**src/rtl/booth_pp_gen.sv**
```systemverilog
// Radix-4 Booth partial-product generator feeding the 4:2 compressor tree, four rows per beat.
// Optional feature macro: PP_SIGNED_EN (two's complement operands, W/2 rows); default is unsigned.
module booth_pp_gen #(
  parameter int W = 16
`ifdef PP_SIGNED_EN
  , localparam int ROWS = W / 2
`else
  , localparam int ROWS = W / 2 + 1
`endif
  , localparam int BEATS  = (ROWS + 3) / 4
  , localparam int BEAT_W = $clog2(BEATS) + 1
) (
  input  logic              clk,
  input  logic              rst,
  input  logic              in_valid,
  output logic              in_ready,
  input  logic [W-1:0]      in_a,
  input  logic [W-1:0]      in_b,
  output logic              out_valid,
  input  logic              out_ready,
  output logic [2*W-1:0]    out_pp0,
  output logic [2*W-1:0]    out_pp1,
  output logic [2*W-1:0]    out_pp2,
  output logic [2*W-1:0]    out_pp3,
  output logic [BEAT_W-1:0] out_beat,
  output logic              out_last
);

`ifdef PP_SIGNED_EN
  localparam logic SIGNED_MODE = 1'b1;
`else
  localparam logic SIGNED_MODE = 1'b0;
`endif

  typedef enum logic {IDLE, EMIT} state_t;

  state_t              state_q;
  logic [W-1:0]        opA_q, opB_q;
  logic [2*W-1:0]      pp_q [4];
  logic [2*W-1:0]      pp_d [4];
  logic [BEAT_W-1:0]   beat_q, beat_d;
  logic                last_q, last_d;
  logic                valid_q;
  logic                accept;
  logic [W-1:0]        srcA, srcB;

  // Row idx = Booth digit idx times A, pre-shifted by 2*idx; rows past ROWS are padding zeros.
  function automatic logic [2*W-1:0] boothRow(input logic [W-1:0] a,
                                              input logic [W-1:0] b,
                                              input int idx);
    logic [2*W+2:0] bx;
    logic [2*W-1:0] aExt;
    logic [2*W-1:0] mag;
    logic [2:0]     triple;
    int             sel;
    aExt   = {{W{SIGNED_MODE & a[W-1]}}, a};
    bx     = {{(W+2){SIGNED_MODE & b[W-1]}}, b, 1'b0};
    sel    = (idx < ROWS) ? idx : 0;
    triple = bx[2*sel +: 3];
    case (triple)
      3'b001, 3'b010: mag = aExt;
      3'b011:         mag = aExt << 1;
      3'b100:         mag = -(aExt << 1);
      3'b101, 3'b110: mag = -aExt;
      default:        mag = '0;
    endcase
    if (idx >= ROWS) return '0;
    return mag << (2 * sel);
  endfunction

  assign in_ready  = (state_q == IDLE) | (last_q & out_ready);
  assign accept    = in_valid & in_ready;
  assign out_valid = valid_q;
  assign out_pp0   = pp_q[0];
  assign out_pp1   = pp_q[1];
  assign out_pp2   = pp_q[2];
  assign out_pp3   = pp_q[3];
  assign out_beat  = beat_q;
  assign out_last  = last_q;

  // A fresh operand pair always starts at beat 0; otherwise the next beat of the latched pair.
  always_comb begin
    srcA   = opA_q;
    srcB   = opB_q;
    beat_d = beat_q + 1'b1;
    if (accept) begin
      srcA   = in_a;
      srcB   = in_b;
      beat_d = '0;
    end
    for (int j = 0; j < 4; j++) begin
      pp_d[j] = boothRow(srcA, srcB, int'(beat_d) * 4 + j);
    end
    last_d = (beat_d == BEAT_W'(BEATS - 1));
  end

  always_ff @(posedge clk) begin
    if (rst) begin
      state_q <= IDLE;
      valid_q <= 1'b0;
      beat_q  <= '0;
      last_q  <= 1'b0;
      opA_q   <= '0;
      opB_q   <= '0;
      for (int j = 0; j < 4; j++) pp_q[j] <= '0;
    end else begin
      if (accept) begin
        opA_q <= in_a;
        opB_q <= in_b;
      end
      case (state_q)
        IDLE: begin
          if (accept) begin
            state_q <= EMIT;
            valid_q <= 1'b1;
            beat_q  <= beat_d;
            last_q  <= last_d;
            for (int j = 0; j < 4; j++) pp_q[j] <= pp_d[j];
          end
        end
        EMIT: begin
          if (out_ready) begin
            if (!last_q || accept) begin
              beat_q <= beat_d;
              last_q <= last_d;
              for (int j = 0; j < 4; j++) pp_q[j] <= pp_d[j];
            end else begin
              state_q <= IDLE;
              valid_q <= 1'b0;
              beat_q  <= '0;
              last_q  <= 1'b0;
              for (int j = 0; j < 4; j++) pp_q[j] <= '0;
            end
          end
        end
        default: begin
          state_q <= IDLE;
          valid_q <= 1'b0;
        end
      endcase
    end
  end

endmodule

```
**config.mk**
```make
export PLATFORM = sky130hd
export DESIGN_NAME = booth_pp_gen
export DESIGN_NICKNAME = d
export VERILOG_FILES = /design/src/rtl/booth_pp_gen.sv
export SDC_FILE = /design/constraint.sdc
export NUM_CORES = 1
export LEC_CHECK = 0
export ABC_CLOCK_PERIOD_IN_PS = 10400
export BUFFER_PORTS_ARGS = -buffer_cell sky130_fd_sc_hd__buf_4
export CORE_MARGIN = 5
export CORE_UTILIZATION = 61
export DETAILED_ROUTE_END_ITERATION = 10
export PLACE_DENSITY = 0.83
export SYNTH_ARGS = -nofsm -noshare
export SYNTH_HDL_FRONTEND = slang
export SYNTH_SLANG_ARGS = --single-unit
export TNS_END_PERCENT = 20
```
**constraint.sdc**
```tcl
create_clock -name clk -period 10.4 [get_ports clk]
set_input_delay 1.04 -clock clk [delete_from_list [all_inputs] [get_ports clk]]
set_output_delay 1.04 -clock clk [all_outputs]
set_load 0.03 [all_outputs]
```
# == Yosys cells after proc, flatten, opt, wreduce, memory -nomap -nowiden ==
# Memories as Yosys holds them, arrays and structs flattened.
# Index checks and enable logic that the tools add are counted.
# word_totals
word_cells,150
n_memories,1
output_inout_bits,134
ram_bits,128
ff_bits,38
# classes
magnitude_cmp,8
bitwise_logic,16
n_shift,8
n_eq_ne,28
n_reduce_logical,12
muxes,65
addsub,6
# memory_table
memory,depth,width,read_ports,rd_ports_with_merged_regs,wr,line_no,source
pp_q,4,32,4,0,4,39,logic [2*W-1:0] pp_q [4];
# ops
op,n
two-way mux 32 bit,20
one-hot mux 32 bit (4 select lines),4
variable part select 35 x 8 -> 3 bit,3
<< shifter 32 x 7 -> 32 bit,3
== test 3 bit (second input constant),12
variable part select 35 x 7 -> 3 bit,1
two-way mux 16 bit,2
negator 16 -> 32 bit,1
negator 17 -> 32 bit,1
<< shifter 32 x 6 -> 32 bit,1
== test 3 x 2 -> 1 bit (second input constant),9
two-way mux 1 bit,27
>= comparator 6 x 4 -> 1 bit (second input constant),3
< comparator 6 x 4 -> 1 bit (second input constant),3
two-way mux 6 bit,3
OR reduction 2 bit,8
bitwise OR 1 bit,13
adder 5 x 2 -> 6 bit (second input constant),2
== test 3 x 1 -> 1 bit (second input constant),4
two-way mux 3 bit,4
adder 5 x 1 -> 6 bit (second input constant),1
!= test 2 bit (second input constant),3
one-hot mux 1 bit (2 select lines),3
one-hot mux 3 bit (2 select lines),1
10 further kinds,11

# == Longest topological paths before layout ==
# depth
depth_word,16
depth_mapped,18

# == Worst setup path before layout ==
# No wires, ideal clock.
# synth_path
path_kind,input port to flip-flop
from,input port out_ready
to,memory pp_q[0][23] (netlist bit)
setup_time_ns,0.122
setup_slack_ns,5.644
t_arrival_ns,4.635
t_required_ns,10.278
cell_stages,17
path_buffers,4
path_cell_list,a21boi_2 > inv_2 > nand2_1 > buf_4 > buf_4 > buf_2 > mux2i_1 > clkbuf_1 > ha_1 > or3b_1 > a2111oi_4 > a2bb2oi_4 > xnor2_1 > a22o_1 > a221oi_2 > a21oi_1 > a221o_1
# synth_rtl
item,line_no,source
"start, declared",20,"input logic out_ready,"
"end, declared",39,

==> flow_metrics.env <==
export IMPL_status="finished with violations"
export IMPL_globalRouteTotalUtil=0.431
export IMPL_row_count=46
export IMPL_synth_area_leaders="dfxtp_1 27%, edfxtp_1 9.8%, nand2_1 5.7%"
export IMPL_gp_congestion=1.06
export IMPL_fillers=1158
export IMPL_synth_simple_area_share=0.195
export IMPL_synth_cells=1197
export IMPL_synth_area_mux_share=0.0364
export IMPL_hp_start="out_valid$_SDFFE_PP0P_"
export IMPL_drt_total_wl_um=40500
export IMPL_critPathRequiredTime_ns=10.58
export IMPL_vias=11213
export IMPL_synth_xor_area_frac=0.0312
export IMPL_synth_main_ff_cell="dfxtp_1"
export IMPL_max_slew_margin=0.161
export IMPL_critPathKind="input port to register"
export IMPL_grt_pass1_vias=10510
export IMPL_io_pins=170
export IMPL_die_area_um2=18700
export IMPL_synthDistinctLibCells=91
export IMPL_hold_violations=0
export IMPL_coreArea_um2=15800
export IMPL_post_cts_buffers=0
export IMPL_htreeDepth=4
export IMPL_violations="DRC"
export IMPL_setup_tns_ns=0
export IMPL_worstReg2RegStart="state_q$_SDFF_PP0_"
export IMPL_finalPower_mw=2.12
export IMPL_finalCriticalPeriod_ns=6.19
export IMPL_hold_buffers=0
export IMPL_grt_pass1_wl_um=61900
export IMPL_first_pass_iters=11
export IMPL_multi_input_area_um2=5800
export IMPL_leakage_nw=4.66
export IMPL_hpwl_um=29600
export IMPL_maxCapViolCount=0
export IMPL_ys_ff_latch=166
export IMPL_die_w_um=137
export IMPL_route_detailed_drc=2
export IMPL_worst_slew_pin_slew_ns=1.26
export IMPL_synth_most_common_cell="nand2_1"
export IMPL_yosysWarnings=0
export IMPL_via_per_inst=7.22
export IMPL_dp_slack_ns=4.17
export IMPL_grt_max_degree=62
export IMPL_cts_root_buffer="clkbuf_16"
export IMPL_crit_fanout=22
export IMPL_ys_top_cells_by_count="149 x nand2_1, 137 x nor2_1, 134 x dfxtp_1"
export IMPL_drtAntennaViolNets=0
export IMPL_start_util=0.621
export IMPL_layout_drive_gt1_share=0.204
export IMPL_ctsResizeCount=0
export IMPL_antenna_found_initial=0
export IMPL_rsz0062_at_grt="false"
export IMPL_clkSinkCount=166
export IMPL_ys_seq_area_frac=0.371
export IMPL_clk_pin_slew_ns=0.07
export IMPL_cp_end_kind="register"
export IMPL_clk_latency_ns=0.45
export IMPL_synth_top_family_by_area="compound AO/OA/AOI/OAI gates"
export IMPL_cts_tree="built"
export IMPL_fin_ws_ns=4.21
export IMPL_nets=1362
export IMPL_avgRoutedWirePerCell_um=26.1
export IMPL_ir_worst_vdd_mv=0.152
export IMPL_grt_overflow=0
export IMPL_dieHeight_um=137
export IMPL_async_reset_ff_frac=0
export IMPL_setup_viol=0
export IMPL_powerDensity_nw_per_um2=180
export IMPL_clock_skew_final_ns=0.0138
export IMPL_fmax_mhz=162
export IMPL_crit_path_start="out_ready"
export IMPL_n_antenna_cell=0
export IMPL_netlist_area_um2=9830
export IMPL_yosys_area_top_type_share=0.273
export IMPL_syn_to_final_growth_pct=19.9
export IMPL_synth_area_per_cell_um2=8.21
export IMPL_synth_fa_ha_area_frac=0.00382
export IMPL_portBuffers=169
export IMPL_synth_compound_area_share=0.318
export IMPL_synth_top_area_cell="dfxtp_1"
export IMPL_cts_buffer_depth=2
export IMPL_min_path_type="register to register"
export IMPL_ff_latch_area_um2=3640
export IMPL_synth_edf_count=32
export IMPL_cts_buffers=17
export IMPL_drv_slew=0
export IMPL_cp_arrival_ns=6.37
export IMPL_finalCritPeriodShare=0.595
export IMPL_start_kind="input port"
export IMPL_drt_iter0_drc=2246
[routing by layer]
metal,GRT usage,share of wire
met1,0.554,0.37
met2,0.646,0.43
met3,0.114,0.13
met4,0.261,0.071
met5,0,0
[path summary, 6_finish.rpt]
check,endpoint,slack (ns),depth (start not counted)
worst max-delay path,pp_q[3][27]$_DFFE_PP_,4.21,14
worst min-delay path,out_valid$_SDFFE_PP0P_,0.45,2
worst max register to register,pp_q[3][27]$_DFFE_PP_,4.48,13
worst min register to register,out_valid$_SDFFE_PP0P_,0.45,2
[cells in the final DEF, fill, tap and decap left out, types with 19 or more instances in the layout]
master and count:
xnor2_1 30, nor2_1 135, buf_4 191, nand3_1 29, o22ai_1 24, nor3_1 19, edfxtp_1 32, o21ai_0 74
a221oi_1 19, a21oi_1 102, nand2_1 148, dfxtp_1 134, a22oi_1 39
[area by class of cell]
type	count	share of cell area
Multi-Input combinational cell	933	0.492
Sequential cell	166	0.309
Timing Repair Buffer	191	0.122
Clock buffer	18	0.0364
Tap cell	216	0.0229
Clock inverter	14	0.0132
Inverter	14	0.00446
[worst max-delay path, cell delays in order]
cell	delay, ns
buf_4	0.13
a21boi_2	0.60
inv_2	0.41
nand2_2	0.19
mux2i_1	0.88
ha_1	0.57
nor4b_2	0.48
nand2_1	0.15
o22ai_1	0.40
nand2_1	0.18
nor2_1	0.48
o221ai_1	0.28
o21ai_0	0.43
nor2_1	0.13
[logic make-up after synthesis]
logic type                 after synthesis
adders and majority gates                3
other                                    1
muxes                                   32
xor gates and xnor gates                35
AOI/OAI and AO/OA                      438
DFF                                    166
and+or+nand+nor                        419
buffers and inverters                  103
[state kept, by name, indices dropped and copies added, names as in the netlist]
register   count
opA_q         16
opB_q         16
out_beat       3
out_last       1
out_valid      1
pp_q         128
state_q        1
[where the power goes]
group / switching, mW / internal [mW]
Sequential: 0.0361 / 0.714
Clock: 0.309 / 0.322
Combinational: 0.510 / 0.230
Total: 0.855 / 1.27
[per-stage QoR]
step | hold slack, ns | util | instances | instance area [um^2]
after floorplan | 0.436 | - | 1202 | 9850
after global placement | 0.431 | 0.707 | 1520 | 11200
after detailed placement | 0.442 | 0.707 | 1520 | 11200
after CTS | 0.453 | 0.744 | 1552 | 11800
after global routing | 0.475 | 0.744 | 1552 | 11800
final | 0.449 | 0.744 | 1552 | 11800
Note: power is estimated with default switching activity, not from simulation.
